[src/rtl/ads_uart_pkg.sv]
// Shared FSM encoding, ASCII constants and nibble-to-hex helper for the ADS1115 UART framer.
// ADS_UART_CRLF_EN selects a CR LF terminator; otherwise frames end with LF only.
package ads_uart_pkg;

  localparam logic [1:0] ST_IDLE    = 2'd0;
  localparam logic [1:0] ST_SEND    = 2'd1;
  localparam logic [1:0] ST_WAIT_LO = 2'd2;
  localparam logic [1:0] ST_WAIT_HI = 2'd3;

  typedef logic [7:0] ascii_t;

  localparam ascii_t ASCII_CR   = 8'h0D;
  localparam ascii_t ASCII_LF   = 8'h0A;
  localparam ascii_t ASCII_ZERO = 8'h30;
  localparam ascii_t ASCII_A    = 8'h41;

`ifdef ADS_UART_CRLF_EN
  localparam int TERM_LEN = 2;
`else
  localparam int TERM_LEN = 1;
`endif

  function automatic ascii_t nibble_to_ascii(input logic [3:0] nib);
    ascii_t res;
    if (nib < 4'd10) res = ASCII_ZERO + ascii_t'(nib);
    else             res = ASCII_A + ascii_t'(nib) - 8'd10;
    return res;
  endfunction

endpackage

[src/rtl/ads_uart_framer_sample_fifo.sv]
// Synchronous sample FIFO, write-first visibility next cycle, combinational read of the head entry.
// Writes while full and reads while empty are ignored; pointers carry an extra wrap bit.
module sample_fifo #(
  parameter int WIDTH = 16,
  parameter int DEPTH = 4
) (
  input  logic                       clk_in,
  input  logic                       n_rst,
  input  logic                       wr_en,
  input  logic [WIDTH-1:0]           wr_dat,
  input  logic                       rd_en,
  output logic [WIDTH-1:0]           rd_dat,
  output logic                       full,
  output logic                       empty,
  output logic [$clog2(DEPTH):0]     count
);

  localparam int AW = $clog2(DEPTH);

  logic [WIDTH-1:0] mem [DEPTH];
  logic [AW:0]      wr_ptr;
  logic [AW:0]      rd_ptr;
  logic             do_wr;
  logic             do_rd;

  assign empty  = (wr_ptr == rd_ptr);
  assign full   = (wr_ptr[AW] != rd_ptr[AW]) && (wr_ptr[AW-1:0] == rd_ptr[AW-1:0]);
  assign count  = wr_ptr - rd_ptr;
  assign rd_dat = mem[rd_ptr[AW-1:0]];
  assign do_wr  = wr_en && !full;
  assign do_rd  = rd_en && !empty;

  always_ff @(posedge clk_in) begin
    if (do_wr) mem[wr_ptr[AW-1:0]] <= wr_dat;
  end

  always_ff @(posedge clk_in or negedge n_rst) begin
    if (!n_rst) begin
      wr_ptr <= '0;
      rd_ptr <= '0;
    end else begin
      if (do_wr) wr_ptr <= wr_ptr + 1'b1;
      if (do_rd) rd_ptr <= rd_ptr + 1'b1;
    end
  end

endmodule

[src/rtl/ads_uart_framer.sv]
// Buffers ADS1115 samples and emits each as an ASCII hex frame to uart_tx; first tx_en two edges after pop.
// Samples arriving while the FIFO is full are dropped and counted; ADS_UART_CRLF_EN selects the CR LF terminator.
module ads_uart_framer
  import ads_uart_pkg::*;
#(
  parameter int DATA_W     = 16,
  parameter int FIFO_DEPTH = 4
) (
  input  logic              clk_in,
  input  logic              n_rst,
  input  logic [DATA_W-1:0] sample_in,
  input  logic              sample_valid,
  output logic              sample_ready,
  input  logic              tx_ready,
  output logic              tx_en,
  output logic [7:0]        tx_data,
  output logic              busy,
  output logic [7:0]        drop_cnt
);

  localparam int DIGITS    = DATA_W / 4;
  localparam int FRAME_LEN = DIGITS + TERM_LEN;
  localparam int IDX_W     = $clog2(FRAME_LEN);
  localparam int CNT_W     = $clog2(FIFO_DEPTH) + 1;

  localparam logic [IDX_W-1:0] LAST_IDX   = IDX_W'(FRAME_LEN - 1);
  localparam logic [IDX_W-1:0] DIGITS_IDX = IDX_W'(DIGITS);

  logic [1:0]        state;
  logic [1:0]        state_nxt;
  logic [DATA_W-1:0] shreg;
  logic [IDX_W-1:0]  byte_idx;
  ascii_t            cur_byte;

  logic              fifo_full;
  logic              fifo_empty;
  logic [DATA_W-1:0] fifo_rd_dat;
  logic [CNT_W-1:0]  fifo_count;
  logic [CNT_W-1:0]  count_nxt;
  logic              push;
  logic              pop;

  // No pass-through: a full FIFO refuses the push even on a popping cycle.
  assign push         = sample_valid && !fifo_full;
  assign pop          = (state == ST_IDLE) && !fifo_empty;
  assign sample_ready = !fifo_full;
  assign count_nxt    = fifo_count + CNT_W'(push) - CNT_W'(pop);

  sample_fifo #(
    .WIDTH (DATA_W),
    .DEPTH (FIFO_DEPTH)
  ) u_fifo (
    .clk_in (clk_in),
    .n_rst  (n_rst),
    .wr_en  (push),
    .wr_dat (sample_in),
    .rd_en  (pop),
    .rd_dat (fifo_rd_dat),
    .full   (fifo_full),
    .empty  (fifo_empty),
    .count  (fifo_count)
  );

  // The shift register moves one nibble per byte, so the current digit is always the top nibble.
  always_comb begin
    cur_byte = ASCII_LF;
    if (byte_idx < DIGITS_IDX) cur_byte = nibble_to_ascii(shreg[DATA_W-1 -: 4]);
`ifdef ADS_UART_CRLF_EN
    else if (byte_idx == DIGITS_IDX) cur_byte = ASCII_CR;
`endif
  end

  // WAIT_LO guards against uart_tx holding ready_out high for a cycle after accepting a byte.
  always_comb begin
    state_nxt = state;
    case (state)
      ST_IDLE:    if (!fifo_empty) state_nxt = ST_SEND;
      ST_SEND:    if (tx_ready)    state_nxt = ST_WAIT_LO;
      ST_WAIT_LO: if (!tx_ready)   state_nxt = ST_WAIT_HI;
      ST_WAIT_HI: if (tx_ready)    state_nxt = (byte_idx == LAST_IDX) ? ST_IDLE : ST_SEND;
      default:                     state_nxt = ST_IDLE;
    endcase
  end

  always_ff @(posedge clk_in or negedge n_rst) begin
    if (!n_rst) begin
      state    <= ST_IDLE;
      shreg    <= '0;
      byte_idx <= '0;
      tx_en    <= 1'b0;
      tx_data  <= 8'h00;
      busy     <= 1'b0;
    end else begin
      state <= state_nxt;
      busy  <= (state_nxt != ST_IDLE) || (count_nxt != '0);
      tx_en <= 1'b0;
      case (state)
        ST_IDLE: begin
          if (pop) begin
            shreg    <= fifo_rd_dat;
            byte_idx <= '0;
          end
        end
        ST_SEND: begin
          if (tx_ready) begin
            tx_en   <= 1'b1;
            tx_data <= cur_byte;
          end
        end
        ST_WAIT_HI: begin
          if (tx_ready && (byte_idx != LAST_IDX)) begin
            byte_idx <= byte_idx + 1'b1;
            shreg    <= shreg << 4;
          end
        end
        default: ;
      endcase
    end
  end

  always_ff @(posedge clk_in or negedge n_rst) begin
    if (!n_rst) begin
      drop_cnt <= 8'd0;
    end else if (sample_valid && fifo_full && (drop_cnt != 8'hFF)) begin
      drop_cnt <= drop_cnt + 8'd1;
    end
  end

endmodule

[config.mk]
export PLATFORM = sky130hd
export DESIGN_NAME = ads_uart_framer
export DESIGN_NICKNAME = d
export VERILOG_FILES = /design/src/rtl/ads_uart_pkg.sv /design/src/rtl/ads_uart_framer_sample_fifo.sv /design/src/rtl/ads_uart_framer.sv
export SDC_FILE = /design/constraint.sdc
export NUM_CORES = 1
export LEC_CHECK = 0
export ABC_CLOCK_PERIOD_IN_PS = 5900
export CAP_MARGIN = 20
export CELL_PAD_IN_SITES_DETAIL_PLACEMENT = 1
export CELL_PAD_IN_SITES_GLOBAL_PLACEMENT = 2
export CORE_UTILIZATION = 46
export CTS_CLUSTER_SIZE = 28
export DETAILED_ROUTE_END_ITERATION = 8
export PLACE_DENSITY_LB_ADDON = 0.15
export REMOVE_ABC_BUFFERS = 1
export SLEW_MARGIN = 20
export SYNTH_ARGS = -nofsm -noshare
export SYNTH_HDL_FRONTEND = slang
export SYNTH_SLANG_ARGS = --single-unit
[constraint.sdc]
create_clock -name clk_in -period 5.9 [get_ports clk_in]
set_clock_uncertainty 0.15 [all_clocks]
set_input_delay 1.18 -clock clk_in [delete_from_list [all_inputs] [get_ports clk_in]]
set_output_delay 1.18 -clock clk_in [all_outputs]
set_load 0.005 [all_outputs]
==> summary.txt, run 1 <==
Outcome: completed
Cts repair resizes: 0
Relative slew slack: 31.9%
Nets@finish: 358
Drc violations: 0
Commonest non-fill, non-tap cell in the layout: edfxtp_1
Multi-input logic area: 0.00143 mm2
Largest net degree at the start of global routing: 45
Hold Path Class: flop to flop
Global placer's final weighted congestion: 0.671
Fmax: 245 MHz
DIE AREA: 0.0104 mm2
Num rows: 36
Crit path DAT: 4.19 ns
Slowest-stage cell, CP: clkdlybuf4s50_1
Hold Path Depth: 2
Initial antenna violation count: 0
# setup viols final: 0
Mean post-synth cell area: 16.2 um2
Pleak: 2.02 nW
HPWL after DPL: 5350 um
Worst skew pair latency: 0.39 ns
PD cells: 512 mW/mm2
Layout area overhead: 14.5%
Final period util: 69.0%
CTS Buf Count: 9
Synthesized area: 0.00461 mm2
Most frequent cells in the layout: 64 x edfxtp_1, 44 x dfrtp_1, 36 x clkdlybuf4s50_1
CTS sink count: 108
Hold Startpoint: tx_data[5]
CTS Root Cell: clkbuf_8
Critical Path Fanout Max: 8
All-layer global routing usage: 18.2%
Fin. Hold Viols: 0
DP Cell Count: 447
Slew @ Worst Pin: 1.02 ns
First-pass GRT wire length: 13500 um
Setup CP Type: input pin to flop
CP peak stage delay: 0.55 ns
Post-CTS Hold Fix Bufs: 0
Post-route minimum period: 4.07 ns
H-tree levels: 3
GRT Residual Overflow: 0
Seq cells post-synth: 108
Most used cell along the critical path: inv_1
Share of layout cells above drive strength 1: 16.7%
Vias/cell: 5.22
Core Area: 0.00973 mm2
Die Ht: 102 um
Yosys top cell by area: edfxtp_1
Routed len/inst: 18.0 um
FF/Latch Area: 0.00302 mm2
CP Launch Type: input pin
Die Wd: 102 um
VDD IR-drop max: 0.000260 V
Max-slew violation count: 0
Vias in the first global route: 2572
RSZ-0062 raised after global routing: no
# port buffers: 37
Finished Layout Cells: 463
Post-Synthesis Cells: 284
CTS Buffer Depth: 2
Reg2Reg Setup Slack: 2.07 ns
Pre-CTS WS: 1.40 ns
Initial DRC Count: 57
Total Wirelength: 8310 um
Sequential area share after synthesis: 65.6%
Critical Path Sink Type: flop
CTS tree: yes
Initial Utilization: 47.4%
Layout fillers: 963
Worst Setup Slack, final: 1.83 ns
Ant. Diodes: 0
I/O pins: 39
Worst hold endpoint: tx_data[5]
Yosys top cell area share: 41.7%
R2R depth: 12
Clock slew at reported path FFs: 0.10 ns
Worst-path cell chain: clkdlybuf4s50_1 -> inv_1 -> a31oi_1 -> fa_1 -> inv_1 -> fa_1 -> inv_1 -> ha_1 -> xnor2_1 -> xnor2_1 -> nand3_1 -> or4_1
Post CTS Setup Buffer Count: 0
Total power draw: 2.70 mW
Post-route setup TNS: 0 ns
Max-cap violations: 0
Synth Warn #: 0
Reg-to-reg endpoint: busy
Synth unique cells: 47
FF-to-FF Start: u_fifo.wr_ptr[0]
Routed Antenna Nets: 0
First-pass iteration count of the detailed router: 4
Routed via count: 2416
Top post-synthesis cells by area: edfxtp_1 42%, dfrtp_1 24%, mux4_2 5.9%
Critical Path RT: 6.02 ns
-- per-stage QoR --
step / instance area (um2) / util (%) / hold WS [ns]
2_1_floorplan: 4540 / - / 0.323
3_3_place_gp: 5090 / 52.3 / 0.315
3_5_place_dp: 5090 / 52.3 / 0.327
4_1_cts: 5270 / 54.2 / 0.351
5_1_grt: 5280 / 54.2 / 0.365
6_report: 5280 / 54.2 / 0.341
-- worst max path at each step --
stage / from / to / slack [ns] / cells past startpoint
after floorplan: u_fifo.rd_ptr[0] / busy / 1.91 / 12
after global placement: sample_valid / busy / 1.48 / 12
after detailed placement: sample_valid / busy / 1.40 / 12
after CTS: sample_valid / busy / 1.83 / 12
after global routing: sample_valid / busy / 1.64 / 12
final: sample_valid / busy / 1.83 / 12
-- flip-flops by register name, summed over array words and instances, names as in the netlist --
signal / flops
byte_idx: 3
u_fifo.mem: 64
busy: 1
u_fifo.wr_ptr: 3
state: 2
shreg: 16
drop_cnt: 8
tx_en: 1
u_fifo.rd_ptr: 3
tx_data: 7
-- area by class of cell --
cell class              instances  share of cell area, %
clock buffers                  10                   2.61
repair buffers                 39                   7.26
well taps                     133                   3.15
inverters                      23                   1.68
multi-input cells             144                   27.1
clock inverters                 6                  0.877
flip-flops and latches        108                   57.3
-- where the power goes --
part           total, mW  internal, mW  switching [mW]
registers           1.20          1.05           0.149
logic               1.07         0.516           0.559
clock network      0.427         0.169           0.258
-- cell families (layout without fill, tap and decap cells) --
group | count (synthesis) | count (layout) | synth area share [%]
AO/OA/AOI/OAI | 47 | 47 | 9.18
XOR/XNOR | 20 | 20 | 4.78
adder cells (fa/ha/maj) | 13 | 13 | 3.86
buffers and inverters | 32 | 78 | 3.34
flip-flops | 108 | 108 | 65.6
multiplexers | 18 | 18 | 8.61
other | 1 | 1 | 0.0814
AND/OR/NAND/NOR | 45 | 45 | 4.56
-- per-layer routing --
layer	track usage, %	up-vias	share of wire, %
met4	6.59	0	1.5
met1	21.6	1232	44
met3	5.54	9	3.2
li1	-	1140	-
met2	31.4	35	51
met5	0	-	0
-- critical path: cells and delay by family --
kind,cells,cell delay (ns)
buf+inv,4,0.71
compound gates,1,0.55
xor+xnor,2,0.30
fa+ha+maj,3,0.95
simple gates,2,0.48
-- synthesized netlist by cell type, drive strengths merged --
cell type,instances
nor3,3
o221ai,1
and2,4
and3,1
or2,1
o21a,1
a21o,1
or4,1
nand4,3
a21oi,13
nand2,18
o22ai,11
a311oi,1
dfrtp,44
clkbuf,1
a21boi,1
xor2,9
o31ai,1
conb,1
mux2,1
a31oi,2
buf,8
inv,23
a2bb2oi,1
ha,11
mux4,16
nor2,5
fa,2
edfxtp,64
mux2i,1
xnor2,11
o21ai,4
o2111ai,1
a22o,7
nand3,9
a32o,2
No activity file was read; power rests on OpenSTA's default activity.
==> run 2: changes to the inputs <==
- ABC_CLOCK_PERIOD_IN_PS: 5900 -> 3600
- CORE_UTILIZATION: 46 -> 38
- clock period: 5.9 -> 3.6 ns (I/O delays scaled with it)
==> run 2 against run 1 <==
Against the previous run:
- register-to-register slack got worse by 1.7 ns
- sequential share of layout area fell by 2.1 points
- utilization is 7.1 points lower
- via count rose by 1.5%
- largest cell class unchanged
- non-clock buffer count up 9
- count of clock-buffer cells in the layout rose by 3
- cell count increased by 4.1%
- cell area rose by 3.8%
- routed wire length is 2.5% higher
- critical path type is now flop to flop
- critical path depth unchanged
- the run now ends with design-rule violations left
- setup slack got worse by 1.5 ns
- largest power group unchanged
==> summary.txt, run 2 (same netlist as run 1, synthesis figures left out) <==
Fin. Hold Viols: 0
Switch share: 33.7%
Vias/cell: 5.09
Outcome: complete, but fails checks
Post-CTS Hold Fix Bufs: 0
Global placer's final weighted congestion: 0.723
CTS Buf Count: 9
Total power draw: 4.77 mW
All-layer global routing usage: 15.5%
GRT Residual Overflow: 0
Most frequent cells in the layout: 64 x edfxtp_1, 44 x dfrtp_1, 36 x clkdlybuf4s50_1
Largest net degree at the start of global routing: 45
Cts repair resizes: 0
Relative slew slack: 55.0%
Post-route cell area: 0.00548 mm2
Clock slew at reported path FFs: 0.07 ns
CTS Root Cell: clkbuf_16
Hold Path Class: input pin to async pin
Post-DP Area: 0.00517 mm2
PD cells: 871 mW/mm2
CTS Buffer Depth: 2
Pleak: 2.12 nW
Gate power share: 38.2%
Initial antenna violation count: 0
Sequential share of power: 41.0%
VDD IR-drop max: 0.000464 V
Reg2Reg Setup Slack: 0.33 ns
# setup viols final: 0
CTS tree: yes
Fmax: 306 MHz
Ant. Diodes: 0
Max-cap violations: 0
Max-slew violation count: 0
Final period util: 90.9%
Num rows: 39
Critical Path Fanout Max: 5
Initial DRC Count: 102
Worst skew pair latency: 0.35 ns
Setup CP Type: flop to flop
# port buffers: 37
Routed len/inst: 17.7 um
Crit path DAT: 3.35 ns
Total Wirelength: 8520 um
Routed Antenna Nets: 0
Sw Pwr: 1.61 mW
H-tree levels: 3
Post CTS Setup Buffer Count: 0
Clk pwr share: 20.8%
Layout area overhead: 18.9%
Vias in the first global route: 2745
First-pass GRT wire length: 14400 um
Critical Path RT: 3.67 ns
Drc violations: 4
HPWL after DPL: 5490 um
Commonest non-fill, non-tap cell in the layout: edfxtp_1
Failing checks: design-rule violations
Share of layout cells above drive strength 1: 18.6%
CTS sink count: 108
I/O pins: 39
Slew @ Worst Pin: 0.674 ns
Layout fillers: 1165
RSZ-0062 raised after global routing: no
Initial Utilization: 39.7%
First-pass iteration count of the detailed router: 6
Die Ht: 112 um
Critical Path Sink Type: flop
Post-route minimum period: 3.27 ns
DIE AREA: 0.0126 mm2
Nets@finish: 367
Max FFs per register: 64
Die Wd: 112 um
Core Area: 0.0116 mm2
P_int: 3.17 mW
CP Launch Type: flop
Routed via count: 2453
-- run 2: cell types whose count changed in the layout (fill, tap and decap cells not counted), sizes merged --
cell	delta
clkbuf	+3
buf	+9
clkinv	-3
-- run 2: path summary, 6_finish.rpt --
| check | startpoint | end | cells past startpoint |
|---|---|---|---|
| min in group clk_in | tx_data[3] | tx_data[3] | 2 |
| worst min-delay path | n_rst | tx_en | 1 |
| worst max register to register | u_fifo.wr_ptr[0] | busy | 12 |
| worst max-delay path | u_fifo.wr_ptr[0] | busy | 12 |
| worst min register to register | tx_data[3] | tx_data[3] | 2 |
| max in group asynchronous | n_rst | shreg[9] | 1 |
-- run 2: area by class of cell --
class                      instances  area (um2)  share of cell area (%)
sequential                       108        3020                    55.2
multi-input combinational        144        1430                    26.1
timing repair buffer              48         450                    8.22
clock buffer                      13         282                    5.14
clock inverter                     3        25.0                   0.457
inverter                          23        88.8                    1.62
tap                              143         179                    3.27
-- run 2: power by group through the flow --
stage                     registers, mW  clock network [mW]  logic [mW]
after global routing               2.01                1.07        2.04
after detailed placement           1.99                   0        1.86
after floorplan                    2.00                   0        1.20
after CTS                          1.96                1.03        1.88
after global placement             1.97                   0        1.83
final                              1.96               0.994        1.82
-- run 2: layer usage --
| metal | track usage [%] | vias up | share of wire, % |
|---|---|---|---|
| met2 | 26.2 | 39 | 50 |
| li1 | - | 1156 | - |
| met4 | 5.60 | 0 | 1.5 |
| met1 | 18.7 | 1248 | 45 |
| met5 | 0 | - | 0 |
| met3 | 4.75 | 10 | 3.4 |
-- run 2: per-stage QoR --
stage	instances	util (%)	hold slack (ns)	setup WS, ns	setup TNS, ns
6_report	482	47.2	0.223	0.329	0
5_1_grt	482	47.2	0.265	0.137	0
4_1_cts	482	47.2	0.341	0.317	0
3_5_place_dp	466	44.5	0.324	0.000967	0
3_3_place_gp	466	44.5	0.319	0.0467	0
2_1_floorplan	275	-	0.274	-0.390	-0.390
-- run 2: critical path: stages (launching register included) --
cell      delay (ns)
dfrtp_1         0.50
xnor2_4         0.20
a311oi_4        0.36
inv_4           0.06
fa_1            0.41
inv_1           0.08
fa_1            0.41
inv_1           0.07
ha_1            0.15
xnor2_1         0.13
xnor2_1         0.14
nand3_1         0.08
or4_1           0.40
==> run 3: changes to the inputs <==
- CORE_UTILIZATION: 38 -> 40
- CTS_BUF_LIST: not set -> sky130_fd_sc_hd__clkbuf_4 sky130_fd_sc_hd__clkbuf_8
==> run 3 against run 2 <==
Against the previous run:
- the run now ends clean
- utilization up 1.8 points
- worst hold slack worse by 0.030 ns
- fmax fell by 0.21%
- cell count shrank 0.41%
- critical endpoint unchanged
- cell area fell by 1.4%
- critical path depth is the same
- first-iteration DRC count is 9.8% lower
- largest power group unchanged
==> summary.txt, run 3 (same netlist as run 1, synthesis figures left out) <==
Global placer's final weighted congestion: 0.675
HPWL after DPL: 5590 um
H-tree levels: 3
Critical Path Fanout Max: 5
Worst skew pair latency: 0.37 ns
RSZ-0062 raised after global routing: no
Max-cap violations: 0
Outcome: completed
All-layer global routing usage: 16.2%
Most frequent cells in the layout: 64 x edfxtp_1, 44 x dfrtp_1, 36 x clkdlybuf4s50_1
Total Wirelength: 8560 um
Crit path DAT: 3.37 ns
CTS tree: yes
DIE AREA: 0.0120 mm2
Layout area overhead: 17.3%
Die Wd: 109 um
Reg2Reg Setup Slack: 0.32 ns
Drc violations: 0
CP peak stage delay: 0.50 ns
Critical Path Sink Type: flop
Pleak: 2.09 nW
Core Area: 0.0110 mm2
Max-slew violation count: 0
Final core utilization: 49.0%
Max FFs per register: 64
Ant. Diodes: 0
Vias/cell: 5.15
Fin Hold WS: 0.193 ns
First-pass GRT wire length: 14200 um
Cts repair resizes: 0
Post-route minimum period: 3.28 ns
CTS Root Cell: clkbuf_8
Setup CP Type: flop to flop
Worst-path cell chain: xnor2_4 -> a311oi_4 -> inv_4 -> fa_1 -> inv_1 -> fa_1 -> inv_1 -> ha_1 -> xnor2_1 -> xnor2_1 -> nand3_1 -> or4_1
Clock slew at reported path FFs: 0.10 ns
Routed Antenna Nets: 0
CTS Buf Count: 9
Initial Utilization: 41.8%
Initial DRC Count: 92
VDD IR-drop max: 0.000391 V
Largest net degree at the start of global routing: 45
Slew @ Worst Pin: 0.664 ns
Routed via count: 2472
Post CTS Setup Buffer Count: 0
CTS Buffer Depth: 2
Num rows: 38
Worst Setup Slack, final: 0.322 ns
PD cells: 856 mW/mm2
I/O pins: 39
Relative slew slack: 55.6%
Pre-CTS WS: 0.00675 ns
Nets@finish: 368
Critical Path RT: 3.69 ns
Hold Path Class: input pin to async pin
Fin. Hold Viols: 0
Vias in the first global route: 2698
Slowest-stage cell, CP: dfrtp_1
First-pass iteration count of the detailed router: 4
Total power draw: 4.63 mW
Routed len/inst: 17.8 um
Crit path buffers/inverters: 3
Die Ht: 109 um
Commonest non-fill, non-tap cell in the layout: edfxtp_1
Post-DP Area: 0.00517 mm2
Post-CTS Hold Fix Bufs: 0
Share of layout cells above drive strength 1: 19.1%
# port buffers: 37
CP Launch Type: flop
Fmax: 305 MHz
Initial antenna violation count: 0
# setup viols final: 0
Final period util: 91.1%
CP top delay family: adder cells
Post-route cell area: 0.00540 mm2
GRT Residual Overflow: 0
CTS sink count: 108
==> run 3: power by group <==
group,leakage (nW),switching (mW),internal [mW]
logic,0.858,0.946,0.898
registers,1.12,0.243,1.71
clock network,0.112,0.417,0.408
total,2.09,1.61,3.02
==> run 3: worst reg2reg max path, delay by kind of cell (launching register included) <==
family	cells	cell delay, ns
adders and majority gates	3	0.97
buffers and inverters	3	0.21
DFF	1	0.50
AOI/OAI and AO/OA	1	0.36
xor gates and xnor gates	3	0.48
and+or+nand+nor	2	0.49
==> run 3: metal layers <==
| metal | wire, um | GRT usage, % |
|---|---|---|
| met2 | 4430 | 28.6 |
| met5 | 0 | 0 |
| met3 | 241 | 4.15 |
| met4 | 70 | 4.57 |
| met1 | 3820 | 19.7 |
==> run 3: per-stage QoR <==
step / std cells / TNS [ns]
floorplan: 275 / -0.390
global placement: 464 / 0
detailed placement: 464 / 0
CTS: 480 / 0
global route: 480 / 0
finish: 480 / 0
==> run 3: layout make-up <==
class | instances | area (um2)
fill | 1083 | 5630
sequential | 108 | 3020
multi-input combinational | 144 | 1430
timing repair buffer | 49 | 458
tap | 140 | 175
clock buffer | 10 | 131
clock inverter | 6 | 96.3
inverter | 23 | 88.8
==> run 3: worst paths after layout <==
path                                  startpoint          to  cells after the start
worst max-delay path            u_fifo.wr_ptr[0]        busy                     12
worst min-delay path                       n_rst  tx_data[0]                      1
worst max register to register  u_fifo.wr_ptr[0]        busy                     12
worst min register to register        tx_data[5]  tx_data[5]                      2
max in group asynchronous                  n_rst    shreg[1]                      1
min in group clk_in                   tx_data[5]  tx_data[5]                      2
==> RTL edit: new RTL, settings of run 1 <==
`FIFO_DEPTH`: 4 -> 2.
--- a/src/rtl/ads_uart_framer.sv
+++ b/src/rtl/ads_uart_framer.sv
@@ -4,7 +4,7 @@
   import ads_uart_pkg::*;
 #(
   parameter int DATA_W     = 16,
-  parameter int FIFO_DEPTH = 4
+  parameter int FIFO_DEPTH = 2
 ) (
   input  logic              clk_in,
   input  logic              n_rst,
Check against the original RTL: not equivalent (a bounded check fails within 4 cycles, from zero or initial values and one cycle with n_rst low).
==> RTL edit against run 1 <==
Synthesized area decreased by 31%; non-clock buffer count rose by 1; first-iteration DRC count decreased by 5.3%; power down 20%; final area decreased by 27%; count of clock-buffer cells in the layout unchanged; largest power group unchanged; worst setup slack improved by 0.91 ns; routed wire length fell by 19%; highest routed layer unchanged; die area shrank 30%; critical path type is now flop to output port; sequential cell count is 34 lower.
==> RTL edit: results (changes against run 1) <==
[status]
status=finished clean  ; unchanged

[global_route]
grt_pass1_wl_mm=11.0  ; was 13.5 mm
grt_use_met3=0.0379  ; was 0.0554
grt_pass1_vias=2216  ; was 2572
grt_max_degree=43  ; was 45
use_met2=0.350  ; was 0.314
grt_use_total=0.203  ; was 0.182

[synth]
postSynthCellCount=258  ; was 284
synthAdderAreaFrac=0.0260  ; was 0.0386
synth_edf_count=32  ; was 64
synth_area_leaders=dfrtp_1 33%, edfxtp_1 30%, mux2i_1 5.0%  ; was edfxtp_1 42%, dfrtp_1 24%, mux4_2 5.9%
yosys.cell_count.top_type=dfrtp_1  ; was edfxtp_1
synthArstFlopShare=0.568  ; was 0.407
dominantRegCellSynth=dfrtp_1  ; was edfxtp_1
synth_cell_types=40  ; was 47

[power_and_ir_drop]
p_total_mw=2.16  ; was 2.70 mW
pg_seq_mw=0.872  ; was 1.20 mW
leakage_nw=1.60  ; was 2.02 nW
peakVddDrop_mv=0.348  ; was 0.260 mV
pwr-share-clk=0.197  ; was 0.158

[finish]
fillers=687  ; was 963
final_nets=324  ; was 358
drive_gt1_frac=0.0825  ; was 0.167
stdcell_area_sq_um=3830  ; was 5280 sq um

[cts]
h-tree-depth=3  ; unchanged
clk_pin_slew_ns=0.08  ; was 0.10 ns
insertion_delay_ns=0.34  ; was 0.39 ns

[placement]
hpwl_mm=4.15  ; was 5.35 mm
place_ws_ns=2.51  ; was 1.40 ns
gp_congestion=0.711  ; was 0.671
placed_area_sq_um=3600  ; was 5090 sq um
place_inst=363  ; was 447

[critical_path]
timing.reg2reg.setup_slack_ns=2.94  ; was 2.07 ns
critPathMaxFanout=19  ; was 8
critical_path.top_delay_family=buffers and inverters  ; was adder cells
worst_r2r_path_depth=8  ; was 12
worstPathArrival_ns=1.83  ; was 4.19 ns
r2r_start=u_fifo.rd_ptr[1]  ; was u_fifo.wr_ptr[0]

[detailed_routing]
wl_per_cell_um=17.8  ; was 18.0 um
drt-total-wl_mm=6.75  ; was 8.31 mm
drt-initial-drc-count=54  ; was 57

[worst_hold_path]
min_from=tx_data[6]  ; was tx_data[5]

[timing]
slew_headroom=0.421  ; was 0.319

==> RTL edit: cell type report <==
class / instances / area share
clock buffer: 10 / 0.0333
clock inverter: 6 / 0.0215
inverter: 9 / 0.00881
multi-input combinational: 164 / 0.282
sequential: 74 / 0.525
tap: 77 / 0.0251
timing repair buffer: 40 / 0.104
==> RTL edit: routing by layer <==
| metal | part of all wire | wire [um] |
|---|---|---|
| met1 | 0.44 | 2950 |
| met2 | 0.52 | 3510 |
| met3 | 0.029 | 198 |
| met4 | 0.014 | 93 |
| met5 | 0 | 0 |
==> RTL edit: how the worst max path moves through the flow <==
stage / startpoint / to / slack, ns / cells after the start
floorplan: u_fifo.rd_ptr[0] / busy / 2.69 / 8
global placement: sample_valid / busy / 2.61 / 9
detailed placement: sample_valid / busy / 2.51 / 9
CTS: u_fifo.rd_ptr[1] / busy / 2.56 / 8
global route: u_fifo.rd_ptr[0] / sample_ready / 2.65 / 4
finish: u_fifo.rd_ptr[0] / sample_ready / 2.74 / 4
